$ cat src/rtl/hazard_ctrl_if.sv
// Handshake bundle between the pipeline datapath and the hazard controller.
// The datapath side (master) drives the ID/EX/MEM descriptors; the controller (slave) drives the enables.
interface hazard_ctrl_if;
    logic [4:0] rs;
    logic [4:0] rt;
    logic       IdUseRs;
    logic       IdUseRt;
    logic       IdBranch;
    logic       IdMulStart;
    logic       IdUseHiLo;
    logic [4:0] ExAw;
    logic [4:0] MemAw;
    logic       ExRegWr;
    logic       ExMemRd;
    logic       MemMemRd;
    logic       BranchTaken;
    logic       PcWr;
    logic       IfIdWr;
    logic       IdExFlush;
    logic       IfIdFlush;
    logic       MulBusy;

    modport master (
        output rs, rt, IdUseRs, IdUseRt, IdBranch, IdMulStart, IdUseHiLo,
        output ExAw, MemAw, ExRegWr, ExMemRd, MemMemRd, BranchTaken,
        input  PcWr, IfIdWr, IdExFlush, IfIdFlush, MulBusy
    );

    modport slave (
        input  rs, rt, IdUseRs, IdUseRt, IdBranch, IdMulStart, IdUseHiLo,
        input  ExAw, MemAw, ExRegWr, ExMemRd, MemMemRd, BranchTaken,
        output PcWr, IfIdWr, IdExFlush, IfIdFlush, MulBusy
    );
endinterface

$ cat src/rtl/hazard_ctrl.sv
// Pipeline hazard controller: load-use and branch-compare data stalls plus
// mult/div structural stalls, with stall decisions made in the detecting cycle.
module hazard_ctrl #(
    parameter int MUL_LAT = 4
) (
    input logic         clk,
    input logic         rst,
    hazard_ctrl_if.slave bus
);

    typedef enum logic {RUN, HOLD} state_t;

    state_t     state_q, state_d;
    logic [1:0] scnt_q, scnt_d;
    logic [2:0] mcnt_q, mcnt_d;

    logic       rs_ex, rt_ex, rs_mem, rt_mem;
    logic       ex_match, mem_match;
    logic [1:0] need;
    logic       mul_busy;
    logic       stall;

    // Register zero never carries a dependency, and unused source fields are ignored.
    always_comb begin
        rs_ex     = bus.IdUseRs && (bus.rs == bus.ExAw)  && (bus.rs != 5'd0);
        rt_ex     = bus.IdUseRt && (bus.rt == bus.ExAw)  && (bus.rt != 5'd0);
        rs_mem    = bus.IdUseRs && (bus.rs == bus.MemAw) && (bus.rs != 5'd0);
        rt_mem    = bus.IdUseRt && (bus.rt == bus.MemAw) && (bus.rt != 5'd0);
        ex_match  = rs_ex || rt_ex;
        mem_match = rs_mem || rt_mem;
        mul_busy  = (mcnt_q != 3'd0);
    end

    // Branches compare in ID, so they also wait on ALU results in EX and loads in MEM.
    always_comb begin
        need = 2'd0;
        if (bus.ExMemRd && ex_match) begin
            need = 2'd1;
        end
        if (bus.IdBranch) begin
            if (bus.ExMemRd && ex_match) begin
                need = 2'd2;
            end else if ((bus.ExRegWr && ex_match) || (bus.MemMemRd && mem_match)) begin
                need = 2'd1;
            end
        end
    end

    always_comb begin
        state_d = state_q;
        scnt_d  = scnt_q;
        mcnt_d  = mul_busy ? (mcnt_q - 3'd1) : 3'd0;
        stall   = 1'b0;

        unique case (state_q)
            RUN: begin
                stall = (need != 2'd0) || (mul_busy && (bus.IdMulStart || bus.IdUseHiLo));
                if (need == 2'd2) begin
                    state_d = HOLD;
                    scnt_d  = 2'd1;
                end
            end
            HOLD: begin
                stall  = 1'b1;
                scnt_d = scnt_q - 2'd1;
                if (scnt_q <= 2'd1) begin
                    state_d = RUN;
                    scnt_d  = 2'd0;
                end
            end
        endcase

        // A stalled mult start is re-presented later, so only an issued one arms the counter.
        if (!stall && bus.IdMulStart) begin
            mcnt_d = 3'(MUL_LAT);
        end
    end

    // Reset forces a free-running pipeline in the very cycle it is asserted.
    always_comb begin
        bus.PcWr      = rst || !stall;
        bus.IfIdWr    = rst || !stall;
        bus.IdExFlush = !rst && stall;
        bus.IfIdFlush = !rst && !stall && bus.BranchTaken;
        bus.MulBusy   = !rst && mul_busy;
    end

    always_ff @(posedge clk) begin
        if (rst) begin
            state_q <= RUN;
            scnt_q  <= 2'd0;
            mcnt_q  <= 3'd0;
        end else begin
            state_q <= state_d;
            scnt_q  <= scnt_d;
            mcnt_q  <= mcnt_d;
        end
    end

endmodule
$ cat src/flat_wrapper.sv
// flat-port wrapper written by rule: the top's interface ports become plain ports
module hazard_ctrl_flat 
#(
    parameter int MUL_LAT = 4
)
  (clk, rst, bus_rs, bus_rt, bus_IdUseRs, bus_IdUseRt, bus_IdBranch, bus_IdMulStart, bus_IdUseHiLo, bus_ExAw, bus_MemAw, bus_ExRegWr, bus_ExMemRd, bus_MemMemRd, bus_BranchTaken, bus_PcWr, bus_IfIdWr, bus_IdExFlush, bus_IfIdFlush, bus_MulBusy);
  hazard_ctrl_if bus_i ();
  input logic clk;
  input logic rst;
  input wire logic [$bits(bus_i.rs)-1:0] bus_rs;
  input wire logic [$bits(bus_i.rt)-1:0] bus_rt;
  input wire logic [$bits(bus_i.IdUseRs)-1:0] bus_IdUseRs;
  input wire logic [$bits(bus_i.IdUseRt)-1:0] bus_IdUseRt;
  input wire logic [$bits(bus_i.IdBranch)-1:0] bus_IdBranch;
  input wire logic [$bits(bus_i.IdMulStart)-1:0] bus_IdMulStart;
  input wire logic [$bits(bus_i.IdUseHiLo)-1:0] bus_IdUseHiLo;
  input wire logic [$bits(bus_i.ExAw)-1:0] bus_ExAw;
  input wire logic [$bits(bus_i.MemAw)-1:0] bus_MemAw;
  input wire logic [$bits(bus_i.ExRegWr)-1:0] bus_ExRegWr;
  input wire logic [$bits(bus_i.ExMemRd)-1:0] bus_ExMemRd;
  input wire logic [$bits(bus_i.MemMemRd)-1:0] bus_MemMemRd;
  input wire logic [$bits(bus_i.BranchTaken)-1:0] bus_BranchTaken;
  output wire logic [$bits(bus_i.PcWr)-1:0] bus_PcWr;
  output wire logic [$bits(bus_i.IfIdWr)-1:0] bus_IfIdWr;
  output wire logic [$bits(bus_i.IdExFlush)-1:0] bus_IdExFlush;
  output wire logic [$bits(bus_i.IfIdFlush)-1:0] bus_IfIdFlush;
  output wire logic [$bits(bus_i.MulBusy)-1:0] bus_MulBusy;
  assign bus_i.rs = bus_rs;
  assign bus_i.rt = bus_rt;
  assign bus_i.IdUseRs = bus_IdUseRs;
  assign bus_i.IdUseRt = bus_IdUseRt;
  assign bus_i.IdBranch = bus_IdBranch;
  assign bus_i.IdMulStart = bus_IdMulStart;
  assign bus_i.IdUseHiLo = bus_IdUseHiLo;
  assign bus_i.ExAw = bus_ExAw;
  assign bus_i.MemAw = bus_MemAw;
  assign bus_i.ExRegWr = bus_ExRegWr;
  assign bus_i.ExMemRd = bus_ExMemRd;
  assign bus_i.MemMemRd = bus_MemMemRd;
  assign bus_i.BranchTaken = bus_BranchTaken;
  assign bus_PcWr = bus_i.PcWr;
  assign bus_IfIdWr = bus_i.IfIdWr;
  assign bus_IdExFlush = bus_i.IdExFlush;
  assign bus_IfIdFlush = bus_i.IfIdFlush;
  assign bus_MulBusy = bus_i.MulBusy;
  hazard_ctrl #(.MUL_LAT(MUL_LAT)) u_core (.clk(clk), .rst(rst), .bus(bus_i));
endmodule
$ cat config.mk
export PLATFORM = sky130hd
export DESIGN_NAME = hazard_ctrl_flat
export DESIGN_NICKNAME = d
export VERILOG_FILES = /design/src/rtl/hazard_ctrl_if.sv /design/src/rtl/hazard_ctrl.sv /design/src/flat_wrapper.sv
export SDC_FILE = /design/constraint.sdc
export NUM_CORES = 1
export LEC_CHECK = 0
export CORE_MARGIN = 5
export CORE_UTILIZATION = 25
export CTS_BUF_LIST = sky130_fd_sc_hd__clkbuf_16
export CTS_CLUSTER_DIAMETER = 80
export DETAILED_ROUTE_END_ITERATION = 12
export PLACE_DENSITY = 0.63
export SYNTH_ARGS = -nofsm -noshare
export SYNTH_HDL_FRONTEND = slang
export SYNTH_SLANG_ARGS = --single-unit
$ cat constraint.sdc
create_clock -name clk -period 1.4 [get_ports clk]
set_clock_uncertainty 0.05 [all_clocks]
set_input_delay 0.14 -clock clk [delete_from_list [all_inputs] [get_ports clk]]
set_output_delay 0.14 -clock clk [all_outputs]
set_load 0.02 [all_outputs]
# Word level (Yosys, flattened, before mapping)
# Index checks and enable logic that the tools add are counted.
# Widths: inputs -> output; s select.
[totals] register_bits=6 input_bits=31
[classes] addsub=2 n_lt_le_gt_ge=1 n_eq_ne=6 mux=13 bitwise_logic=2 n_reduce_logical=30
[op_table] operator="$eq 5x5->1" count=4
[op_table] operator="$logic_and 1x1->1" count=17
[op_table] operator="$reduce_bool 5->1" count=2
[op_table] operator="$mux 2" count=4
[op_table] operator="$logic_or 1x1->1" count=6
[op_table] operator="$mux 3" count=2
[op_table] operator="$mux 1" count=4
[op_table] operator="$pmux 1 s2" count=2
[op_table] operator="$pmux 2 s2" count=1
[op_table] operator="$reduce_bool 3->1" count=1
[op_table] operator="$reduce_or 3->1" count=1
[op_table] operator="$sub 3x1->3 const B" count=1
[op_table] operator="$eq 2x2->1 const B" count=1
[op_table] operator="$le 2x1->1 const B" count=1
[op_table] operator="$logic_not 1->1" count=2
[op_table] operator="$ne 2x1->1 const B" count=1
[op_table] operator="$not 1->1" count=2
[op_table] operator="$reduce_bool 2->1" count=1
[op_table] operator="$sub 2x1->2 const B" count=1

# Longest topological paths before layout
# Gate-level depths: netlist of the first run.
[logic_depth] depth_word=15 depth_mapped=6

# Least setup slack after synthesis of the first run
# OpenSTA, ideal clock, no wires.
[synth_timing] kind="input-to-output" start="input port bus_rs[0]" end="output port bus_PcWr" t_arrival_ns=1.588 required_ns=1.210 slack_ns=-0.378 stages=6 cell_sequence="or4_1 -> o21ai_1 -> nor4_1 -> o21ai_1 -> a41o_1 -> buf_4"
[synth_via] elab_chain_cells=14
[synth_rtl] item="from (decl)" line_no="flat_wrapper.sv:10" rtl="input wire logic [$bits(bus_i.rs)-1:0] bus_rs;"
[synth_rtl] item="$eq 5x5->1 (on tied branches)" line_no="hazard_ctrl.sv:25, hazard_ctrl.sv:27"
[synth_rtl] item="$logic_and 1x1->1 (on tied branches) (2 in series)" line_no="hazard_ctrl.sv:25, hazard_ctrl.sv:27"
[synth_rtl] item="$logic_or 1x1->1 (on tied branches)" line_no="hazard_ctrl.sv:29, hazard_ctrl.sv:30"
[synth_rtl] item="$logic_and 1x1->1 (on tied branches)" line_no="hazard_ctrl.sv:37, hazard_ctrl.sv:41, hazard_ctrl.sv:43"
[synth_rtl] item="$mux 1 or $logic_or 1x1->1 (tied branches)" line_no="hazard_ctrl.sv:37, hazard_ctrl.sv:43"
[synth_rtl] item="$mux 1" line_no="hazard_ctrl.sv:43" rtl="end else if ((bus.ExRegWr && ex_match) || (bus.MemMemRd && mem_match)) begin"
[synth_rtl] item="$mux 2" line_no="hazard_ctrl.sv:41" rtl="if (bus.ExMemRd && ex_match) begin"
[synth_rtl] item="$mux 2 (*)" line_no="hazard_ctrl.sv:40" rtl="if (bus.IdBranch) begin"
[synth_rtl] item="$reduce_bool 2->1 (*)" line_no="hazard_ctrl.sv:57" rtl="stall = (need != 2'd0) || (mul_busy && (bus.IdMulStart || bus.IdUseHiLo));"
[synth_rtl] item="$logic_or 1x1->1 (*)" line_no="hazard_ctrl.sv:57"
[synth_rtl] item="$pmux 1 s2 (*)" line_no="hazard_ctrl.sv:55" rtl="unique case (state_q)"
[synth_rtl] item="$logic_not 1->1 (*)"
[synth_rtl] item="$logic_or 1x1->1 (*)"
[synth_rtl] item="to (decl)" line_no="flat_wrapper.sv:23" rtl="output wire logic [$bits(bus_i.PcWr)-1:0] bus_PcWr;"
# Every way passes the cells marked *; elsewhere a longest branch is shown, timed or not.

# Worst setup path after layout of the first run
[layout_timing] start="input port bus_rs[1]" end="output port bus_IdExFlush"
[layout_via] elab_chain_cells=13
[layout_rtl] item="$eq 5x5->1 (on tied branches)" line_no="hazard_ctrl.sv:25, hazard_ctrl.sv:27"
[layout_rtl] item="$logic_and 1x1->1 (on tied branches) (2 in series)" line_no="hazard_ctrl.sv:25, hazard_ctrl.sv:27"
[layout_rtl] item="$logic_or 1x1->1 (on tied branches)" line_no="hazard_ctrl.sv:29, hazard_ctrl.sv:30"
[layout_rtl] item="$logic_and 1x1->1 (on tied branches)" line_no="hazard_ctrl.sv:37, hazard_ctrl.sv:41, hazard_ctrl.sv:43"
[layout_rtl] item="$mux 1 or $logic_or 1x1->1 (tied branches)" line_no="hazard_ctrl.sv:37, hazard_ctrl.sv:43"
[layout_rtl] item="$mux 1" line_no="hazard_ctrl.sv:43"
[layout_rtl] item="$mux 2" line_no="hazard_ctrl.sv:41"
[layout_rtl] item="$mux 2 (*)" line_no="hazard_ctrl.sv:40"
[layout_rtl] item="$reduce_bool 2->1 (*)" line_no="hazard_ctrl.sv:57"
[layout_rtl] item="$logic_or 1x1->1 (*)" line_no="hazard_ctrl.sv:57"
[layout_rtl] item="$pmux 1 s2 (*)" line_no="hazard_ctrl.sv:55"
[layout_rtl] item="$logic_and 1x1->1 (*)" line_no="hazard_ctrl.sv:83" rtl="bus.IdExFlush = !rst && stall;"
[layout_rtl] item="to (decl)" line_no="flat_wrapper.sv:25" rtl="output wire logic [$bits(bus_i.IdExFlush)-1:0] bus_IdExFlush;"
# Marks and branches as above.

==> results of run 1 <==
-- layer usage --
layer,up-vias,wire [um],track usage [%],part of all wire [%]
li1,367,-,-,-
met1,343,934,15.88,41
met2,8,1302,27.91,57
met3,0,67,2.632,2.9
met4,0,0,2.913,0
met5,-,0,0,0
-- per-stage QoR --
step / TNS, ns / util [%] / power, uW / area (um2) / setup slack (ns)
2_1_floorplan: -0.9138 / - / 527.7 / 621.8 / -0.3608
3_3_place_gp: -7.763 / 50.48 / 794.1 / 1127 / -1.254
3_5_place_dp: -7.870 / 50.48 / 814.6 / 1127 / -1.265
4_1_cts: -1.850 / 59.61 / 1445 / 1331 / -0.4182
5_1_grt: -2.519 / 61.34 / 1543 / 1370 / -0.4774
6_report: -2.074 / 61.34 / 1457 / 1370 / -0.4309
-- area by class of cell --
| type | instances | area, um2 |
|---|---|---|
| clock buffer | 3 | 75.07 |
| fill | 195 | 863.3 |
| inverter | 6 | 22.52 |
| multi-input combinational | 56 | 660.6 |
| sequential | 6 | 122.6 |
| tap | 28 | 35.03 |
| timing repair buffer | 56 | 454.2 |
-- what timing repair did --
item | in CTS | in global routing
endpoints found under the setup margin | 9 | 9
resized for setup | 134 | 16
buffers inserted | 4 | 3
pin swaps | 27 | 16
-- worst max-delay path by stage --
stage / slack (ns) / to / depth (start not counted) / start
3_5_place_dp: -1.27 / bus_IfIdFlush / 8 / bus_rt[0]
5_1_grt: -0.48 / bus_IdExFlush / 8 / bus_rs[1]
4_1_cts: -0.42 / bus_IdExFlush / 8 / bus_rs[1]
2_1_floorplan: -0.36 / bus_PcWr / 6 / bus_rt[0]
3_3_place_gp: -1.25 / bus_IfIdFlush / 8 / bus_rt[0]
6_report: -0.43 / bus_IdExFlush / 8 / bus_rs[1]
-- Yosys cell counts, drive strengths merged --
library cell	count	area [um2]
a21o	1	7.510
a21oi	3	15.01
a32o	1	10.01
a41o	1	10.01
a41oi	1	8.760
and3	1	6.260
and4	2	17.52
buf	1	7.510
clkbuf	1	3.750
dfxtp	6	120.1
ha	3	37.54
inv	6	22.52
nand2	2	7.510
nand3	2	10.01
nand4	2	12.51
nor2	3	11.26
nor3	2	10.01
nor4	3	18.77
o2111a	1	11.26
o2111ai	1	15.01
o21ai	3	18.77
o21bai	1	7.510
or4	3	26.27
xnor2	14	122.6
xor2	6	52.55
-- where the power goes --
part           switching, uW  internal (uW)
logic                    351            425
clock network           85.5            366
registers               18.5            211
-- worst reg2reg max path: cells and delay by family, from the launching register on --
kind	cells	cell delay (ns)
adders and majority gates	2	0.33
DFF	1	0.32
AOI/OAI and AO/OA	1	0.26
and+or+nand+nor	1	0.17
buffers and inverters	2	0.16
-- kinds of logic (layout without fill, tap and decap cells) --
logic type,Yosys count,after routing
AO/OA/AOI/OAI,13,13
XOR/XNOR,20,20
adder cells (fa/ha/maj),3,3
buffers and inverters,8,65
flip-flops,6,6
AND/OR/NAND/NOR,20,20
-- layout by cell type, fill, tap and decap left out, types with 3 or more instances in the layout --
cell and n:
buf_2 11, buf_6 10, clkdlybuf4s50_1 6, xnor2_2 9
inv_1 4, xor2_1 6, clkbuf_16 3, buf_4 21
dfxtp_1 4, dlygate4sd2_1 6, xnor2_1 5, or4_4 3
-- state kept, by name (all words and copies together), names as in the netlist --
| register | cells |
|---|---|
| u_core.state_q | 1 |
| u_core.scnt_q | 2 |
| u_core.mcnt_q | 3 |
==> impl_results.md, run 1 <==
* Largest net degree at the start of global routing at 8
* Cell Area, Synth at 590.6 um2
* Clk pin slew, worst setup/hold paths at 0.03 ns
* Critical R2R Launch: u_core.mcnt_q[0]$_SDFF_PP0_
* Detailed placement HPWL at 1778 um
* Setup ws final at -0.4309 ns
* Fin nets at 163
* DRC Markers at 0
* Clock latency on the worst-skew pair at 0.22 ns
* Status: finished with violations
* Finish-stage setup viols at 9
* Failing checks: setup timing
* Final hold violations at 0
* Area delta synth->final at 132.0%
* Final count of pins violating max slew at 0
* DRT Pass-1 Iters at 4
* Yosys reg bits at 6
* Final period util at 130.8%
* Worst endpoint data arrival time at 1.64 ns
* Peak Freq at 0.5462 GHz
* Min-delay src: u_core.mcnt_q[0]$_SDFF_PP0_
* Seq/Total Area, Yosys at 20.34%
* Slowest CP cell: or4_4
* Hold Crit Class: flop to flop
* Distinct cells, synth at 27
* Placed cell count at 149
* Antenna Cells at 0
* Input/output buffers at 35
* Num CTS Buffers at 3
* Final Non-Filler Cells at 155
* Synth warn at 0
* Worst reg2reg endpoint: u_core.mcnt_q[2]$_SDFF_PP0_
* Crit-path max cell delay at 0.53 ns
* Area fraction in and, or, nand and nor cells after synthesis at 20.34%
* Die Y at 58.61 um
* Maxcap violations at 0
* Root Buffer: clkbuf_16
* Hold Slack at 0.3562 ns
* Share of cells above drive strength 1 at 64.57%
* Top cell by count, worst path: buf_4
* WL final at 2303 um
* WHS Path Cells at 1
* WL/cell at 14.86 um
* Initial antenna violation count at 0
* GRT Residual Overflow at 0
* Pwr dens at 1063 mW/mm2
* Sink Count at 6
* Area fraction in compound gates after synthesis at 17.58%
* Unrepaired setup endpoints after global routing: yes
* Depth of the worst register-to-register path at 6
* Die width at 58.61 um
* Static leakage at 0.0005782 uW
* Initial Util at 26.44%
* Crit end category: primary output
* Mux contribution to synthesized area at 0%
* CTS hold repair buffers at 0
* Core footprint at 0.002233 mm2
* Vias per inst at 4.632
* # rows at 17
* WS Path Type: primary input to primary output
* Die Area at 0.003435 mm2
* Synth Area in XOR/XNOR at 29.66%
* Syn_area_per_cell at 8.437 um2
* First-pass GRT wire length at 3760 um
* Worst-case hold path end point: u_core.mcnt_q[0]$_SDFF_PP0_
* Post-DRT Antenna Nets at 0
* Worst setup SP type: primary input
* Clock tree buffer depth at 2
* Post-Synth Adder-Cell Area at 6.356%
* Total GRT Usage at 14.30%
* Worst Path Buf+Inv at 3
* Largest family of logic cells by synthesized area: XOR/XNOR gates
* Post-Synthesis Net Count at 104
* CTS tree: yes
* Worst-path fanout max at 3
* Mapped Cells at 70
* Top delay family on crit path: simple AND/OR/NAND/NOR gates
* # IOs at 36
* Gp weighted congestion at 0.8318
* Slew headroom at 81.66%
* 1st-iter DRT viols at 14
* Vias in the first global route at 835
* H-tree Lvls at 1
* R2r setup slk at 0 ns
* CP Cell Sequence: buf_6 > or4_4 > o21ai_4 > nor4_4 > o21ai_2 > buf_4 > a41oi_2 > buf_4
* Worst-Margin Slew at 0.2742 ns
* DR vias at 718
* CP Data Required Time at 1.21 ns
* Peak supply drop at 0.001258 V
* Final min period at 1.831 ns
(Power assumes the default switching activity.)
==> run 2: changes to the inputs <==
Settings changed: RECOVER_POWER set to 25.
==> run 2 against run 1 <==
Effect of this change:
- the flow still finishes with violations (setup timing)
- power shrank 0.22%
- sequential cell count is the same
- sequential power is essentially flat
- utilization shrank 0.056 points
- sequential share of layout area shrank 0.083 points
- clock-buffer cell count is the same
- critical endpoint unchanged
- setup slack is the same
- largest cell class unchanged
==> impl_results.md, run 2 (same netlist as run 1, synthesis figures left out) <==
* Vias in the first global route at 835
* Largest net degree at the start of global routing at 8
* Input/output buffers at 35
* Worst-path fanout max at 3
* Die Y at 58.61 um
* Hold Crit Class: flop to flop
* Die width at 58.61 um
* Share of cells above drive strength 1 at 63.78%
* Crit end category: primary output
* Post-DRT Antenna Nets at 0
* Finish-stage setup viols at 9
* Worst reg2reg endpoint: u_core.mcnt_q[2]$_SDFF_PP0_
* Maxcap violations at 0
* WS Path Type: primary input to primary output
* # IOs at 36
* WL/cell at 14.86 um
* Root Buffer: clkbuf_16
* Slew headroom at 81.66%
* Peak supply drop at 0.001250 V
* Clock latency on the worst-skew pair at 0.22 ns
* # rows at 17
* GRT Residual Overflow at 0
* Commonest non-fill, non-tap cell in the layout: buf_4
* Critical R2R Launch: u_core.mcnt_q[0]$_SDFF_PP0_
* Design Power at 1454 uW
* Worst-case hold path end point: u_core.mcnt_q[0]$_SDFF_PP0_
* DR vias at 718
* Depth of the worst register-to-register path at 6
* Pwr dens at 1062 mW/mm2
* 1st-iter DRT viols at 14
* Most frequent cells in the layout: buf_4, buf_2, buf_6
* R2r setup slk at -0.02 ns
* Initial antenna violation count at 0
* Num CTS Buffers at 3
* Top reg by flops: u_core.mcnt_q
* DRC Markers at 0
* Total GRT Usage at 14.30%
* Antenna Cells at 0
* Max reg flops at 3
* Area delta synth->final at 131.8%
* DRT Pass-1 Iters at 4
* Pre-CTS WS at -1.265 ns
* Initial Util at 26.44%
* Detailed placement HPWL at 1778 um
* Final period util at 130.8%
* Min-delay src: u_core.mcnt_q[0]$_SDFF_PP0_
* Final hold violations at 0
* Largest registers: u_core.mcnt_q (3), u_core.scnt_q (2), u_core.state_q (1)
* WHS Path Cells at 1
* CTS tree: yes
* Peak Freq at 0.5462 GHz
* First-pass GRT wire length at 3760 um
* CP Data Required Time at 1.21 ns
* Worst endpoint data arrival time at 1.64 ns
* Setup ws final at -0.4309 ns
* Final count of pins violating max slew at 0
* Status: finished with violations
* Vias per inst at 4.632
* Fillers at 196
* Worst-Margin Slew at 0.2742 ns
* Failing checks: setup timing
* WL final at 2303 um
* Clk pin slew, worst setup/hold paths at 0.03 ns
* Sink Count at 6
* Clock tree buffer depth at 2
* Gp weighted congestion at 0.8318
* Final min period at 1.831 ns
* Core footprint at 0.002233 mm2
* Worst setup SP type: primary input
* H-tree Lvls at 1
* Static leakage at 0.0005779 uW
* Fin nets at 163
* Unrepaired setup endpoints after global routing: yes
* Die Area at 0.003435 mm2
## run 2: layout make-up
class / count / area [um2] / area share (%)
flip-flops and latches: 6 / 121.4 / 8.867
clock buffers: 3 / 75.07 / 5.484
well taps: 28 / 35.03 / 2.559
repair buffers: 56 / 454.2 / 33.18
multi-input cells: 56 / 660.6 / 48.26
inverters: 6 / 22.52 / 1.645
## run 2: metal layers
metal	global-route usage [%]	vias up	wire length, um
li1	-	367	-
met1	15.88	343	934
met2	27.91	8	1302
met3	2.632	0	67
met4	2.913	0	0
met5	0	-	0
## run 2: worst max-delay path by stage
| stage | start | end | slack, ns | cells past startpoint |
|---|---|---|---|---|
| finish | bus_rs[1] | bus_IdExFlush | -0.43 | 8 |
| global route | bus_rs[1] | bus_IdExFlush | -0.48 | 8 |
| CTS | bus_rs[1] | bus_IdExFlush | -0.42 | 8 |
| detailed placement | bus_rt[0] | bus_IfIdFlush | -1.27 | 8 |
| global placement | bus_rt[0] | bus_IfIdFlush | -1.25 | 8 |
| floorplan | bus_rt[0] | bus_PcWr | -0.36 | 6 |
## run 2: critical path, stage by stage
cell and delay [ns]:
buf_6 0.09, or4_4 0.53, o21ai_4 0.22, nor4_4 0.06, o21ai_2 0.18, buf_4 0.15
a41oi_2 0.09, buf_4 0.17
## run 2: metrics by stage
stage | hold slack [ns] | util [%] | cell area [um2] | std cells | setup TNS [ns]
final | 0.3845 | 61.29 | 1369 | 155 | -2.118
after global routing | 0.3981 | 61.29 | 1369 | 155 | -2.545
after CTS | 0.3586 | 59.61 | 1331 | 154 | -1.850
after detailed placement | 0.3671 | 50.48 | 1127 | 149 | -7.870
after global placement | 0.3505 | 50.48 | 1127 | 149 | -7.763
after floorplan | 0.2732 | - | 621.8 | 70 | -0.9138
## run 2: power breakdown
group          total (uW)  leakage [uW]  switching, uW  internal, uW
Combinational         776      0.000492            351           425
Clock                 451     0.0000370           85.5           366
Sequential            227     0.0000493           18.5           208
Total                1450      0.000578            455           998
## run 2: timing repair
item                       in CTS  in global routing
hold buffers                    0                  0
pin swaps                      27                 16
setup buffers                   4                  3
hold endpoints to repair        0                  0
resized for setup             134                 16
setup endpoints to repair       9                  9
==> run 3: changes to the inputs <==
Settings changed: CORE_MARGIN 5 to 8.
==> run 3 against run 2 <==
Effect of this change:
- the flow still finishes with violations (setup timing)
- via count rose by 4.6%
- clock-buffer cell count did not move
- first-iteration DRC count is 29% lower
- final cell count increased by 5.2%
- clock power is essentially flat
- global-route usage is 2.7 points lower
- cell area increased by 1.6%
- sequential power rose by 2%
- setup slack better by 0.014 ns
- sequential cell count stayed put
- combinational power increased by 3.1%
- critical endpoint is now bus_IfIdFlush
- highest routed layer unchanged
==> impl_results.md, run 3 (same netlist as run 1, synthesis figures left out) <==
* Status: finished with violations
* Failing checks: setup timing
* Detailed placement HPWL at 1783 um
* Worst-path fanout max at 3
* Clk pin slew, worst setup/hold paths at 0.03 ns
* Die Area at 0.004174 mm2
* Clock latency on the worst-skew pair at 0.22 ns
* Gp weighted congestion at 0.7622
* DRC Markers at 0
* Peak supply drop at 0.001216 V
* Pre-CTS WS at -1.234 ns
* WL/cell at 15.54 um
* Max reg flops at 3
* H-tree Lvls at 1
* 1st-iter DRT viols at 10
* Top reg by flops: u_core.mcnt_q
* Largest registers: u_core.mcnt_q (3), u_core.scnt_q (2), u_core.state_q (1)
* Maxcap violations at 0
* CP Data Required Time at 1.21 ns
* Worst endpoint data arrival time at 1.63 ns
* Peak Freq at 0.5503 GHz
* Die Y at 64.61 um
* Area delta synth->final at 135.6%
* Setup ws final at -0.4173 ns
* Die width at 64.61 um
* Worst Path Buf+Inv at 3
* Share of cells above drive strength 1 at 58.52%
* Largest net degree at the start of global routing at 8
* Worst-Margin Slew at 0.2766 ns
* Unrepaired setup endpoints after global routing: yes
* Root Buffer: clkbuf_16
* Vias per inst at 4.607
* Final count of pins violating max slew at 0
* DR vias at 751
* # IOs at 36
* DRT Pass-1 Iters at 2
* Vias in the first global route at 821
* Most frequent cells in the layout: buf_4, xnor2_1, buf_6
* Static leakage at 0.0005858 uW
* Antenna Cells at 0
* Post-DRT Antenna Nets at 0
* Sink Count at 6
* Total GRT Usage at 11.57%
* Crit end category: primary output
* WS Path Type: primary input to primary output
* Worst setup SP type: primary input
* GRT Residual Overflow at 0
* Finish-stage setup viols at 9
* WL final at 2533 um
* Initial Util at 26.44%
* Final min period at 1.817 ns
* Core footprint at 0.002233 mm2
* Setup_tns at -2.295 ns
* CTS tree: yes
* Clock tree buffer depth at 2
* Hold Slack at 0.4020 ns
* Crit-path max cell delay at 0.54 ns
* Initial antenna violation count at 0
* First-pass GRT wire length at 3905 um
* Hold Crit Class: flop to flop
* Final period util at 129.8%
* Slowest CP cell: or4_4
* Commonest non-fill, non-tap cell in the layout: buf_4
* Slew headroom at 81.42%
* Fin nets at 171
* # rows at 17
* Num CTS Buffers at 3
* Final hold violations at 0
* Top delay family on crit path: simple AND/OR/NAND/NOR gates
* CP Cell Sequence: buf_8 > or4_4 > o21ai_4 > nor4_4 > o21ai_2 > buf_4 > and3_4 > buf_6
* Input/output buffers at 35
* CTS hold repair buffers at 0
* Pwr dens at 1065 mW/mm2
## run 3: cell count changes in the layout (fill, tap and decap cells not counted), moves of 2 or more
cell | before | now
buf_2 | 11 | 8
buf_4 | 21 | 27
clkbuf_2 | 1 | 3
xnor2_1 | 5 | 11
xnor2_2 | 9 | 3
## run 3: path summary, 6_finish.rpt
kind	from	end	slack [ns]	depth (start not counted)
worst max-delay path	bus_rs[2]	bus_IfIdFlush	-0.42	8
worst min-delay path	u_core.scnt_q[1]$_SDFFE_PP0P_	u_core.scnt_q[1]$_SDFFE_PP0P_	0.40	1
worst max register to register	u_core.mcnt_q[0]$_SDFF_PP0_	u_core.mcnt_q[2]$_SDFF_PP0_	-0.01	6
worst min register to register	u_core.scnt_q[1]$_SDFFE_PP0P_	u_core.scnt_q[1]$_SDFFE_PP0P_	0.40	1
## run 3: per-stage QoR
stage | util [%] | instance area [um2] | power, uW | instances
after global placement | 51.48 | 1150 | 798.3 | 152
after CTS | 59.44 | 1328 | 1418 | 159
after global routing | 62.30 | 1391 | 1578 | 163
after floorplan | - | 621.8 | 527.7 | 70
after detailed placement | 51.48 | 1150 | 807.6 | 152
final | 62.30 | 1391 | 1482 | 163
## run 3: layer usage
layer  global-route usage (%)  vias up  routed length, um
met5                        0        -                  0
met2                    22.98       13               1459
met1                    11.80      350                996
met3                    2.749        0                 77
met4                    2.452        0                  0
li1                         -      388                  -
## run 3: final cells by class
| type | instances | area [um2] |
|---|---|---|
| Sequential cell | 6 | 121.4 |
| Timing Repair Buffer | 64 | 528.0 |
| Fill cell | 183 | 842.1 |
| Tap cell | 28 | 35.03 |
| Clock buffer | 3 | 75.07 |
| Multi-Input combinational cell | 56 | 609.3 |
| Inverter | 6 | 22.52 |
## run 3: power breakdown
part	leakage, uW	internal [uW]	switching (uW)
registers	0.0000493	210	22.4
logic	0.000500	443	358
clock network	0.0000370	365	84.0
total	0.000586	1020	464
## run 3: what timing repair did
action | in CTS | in global routing
setup buffers | 4 | 5
pin swaps | 25 | 15
gates resized for setup | 117 | 17
setup endpoints to repair | 9 | 9
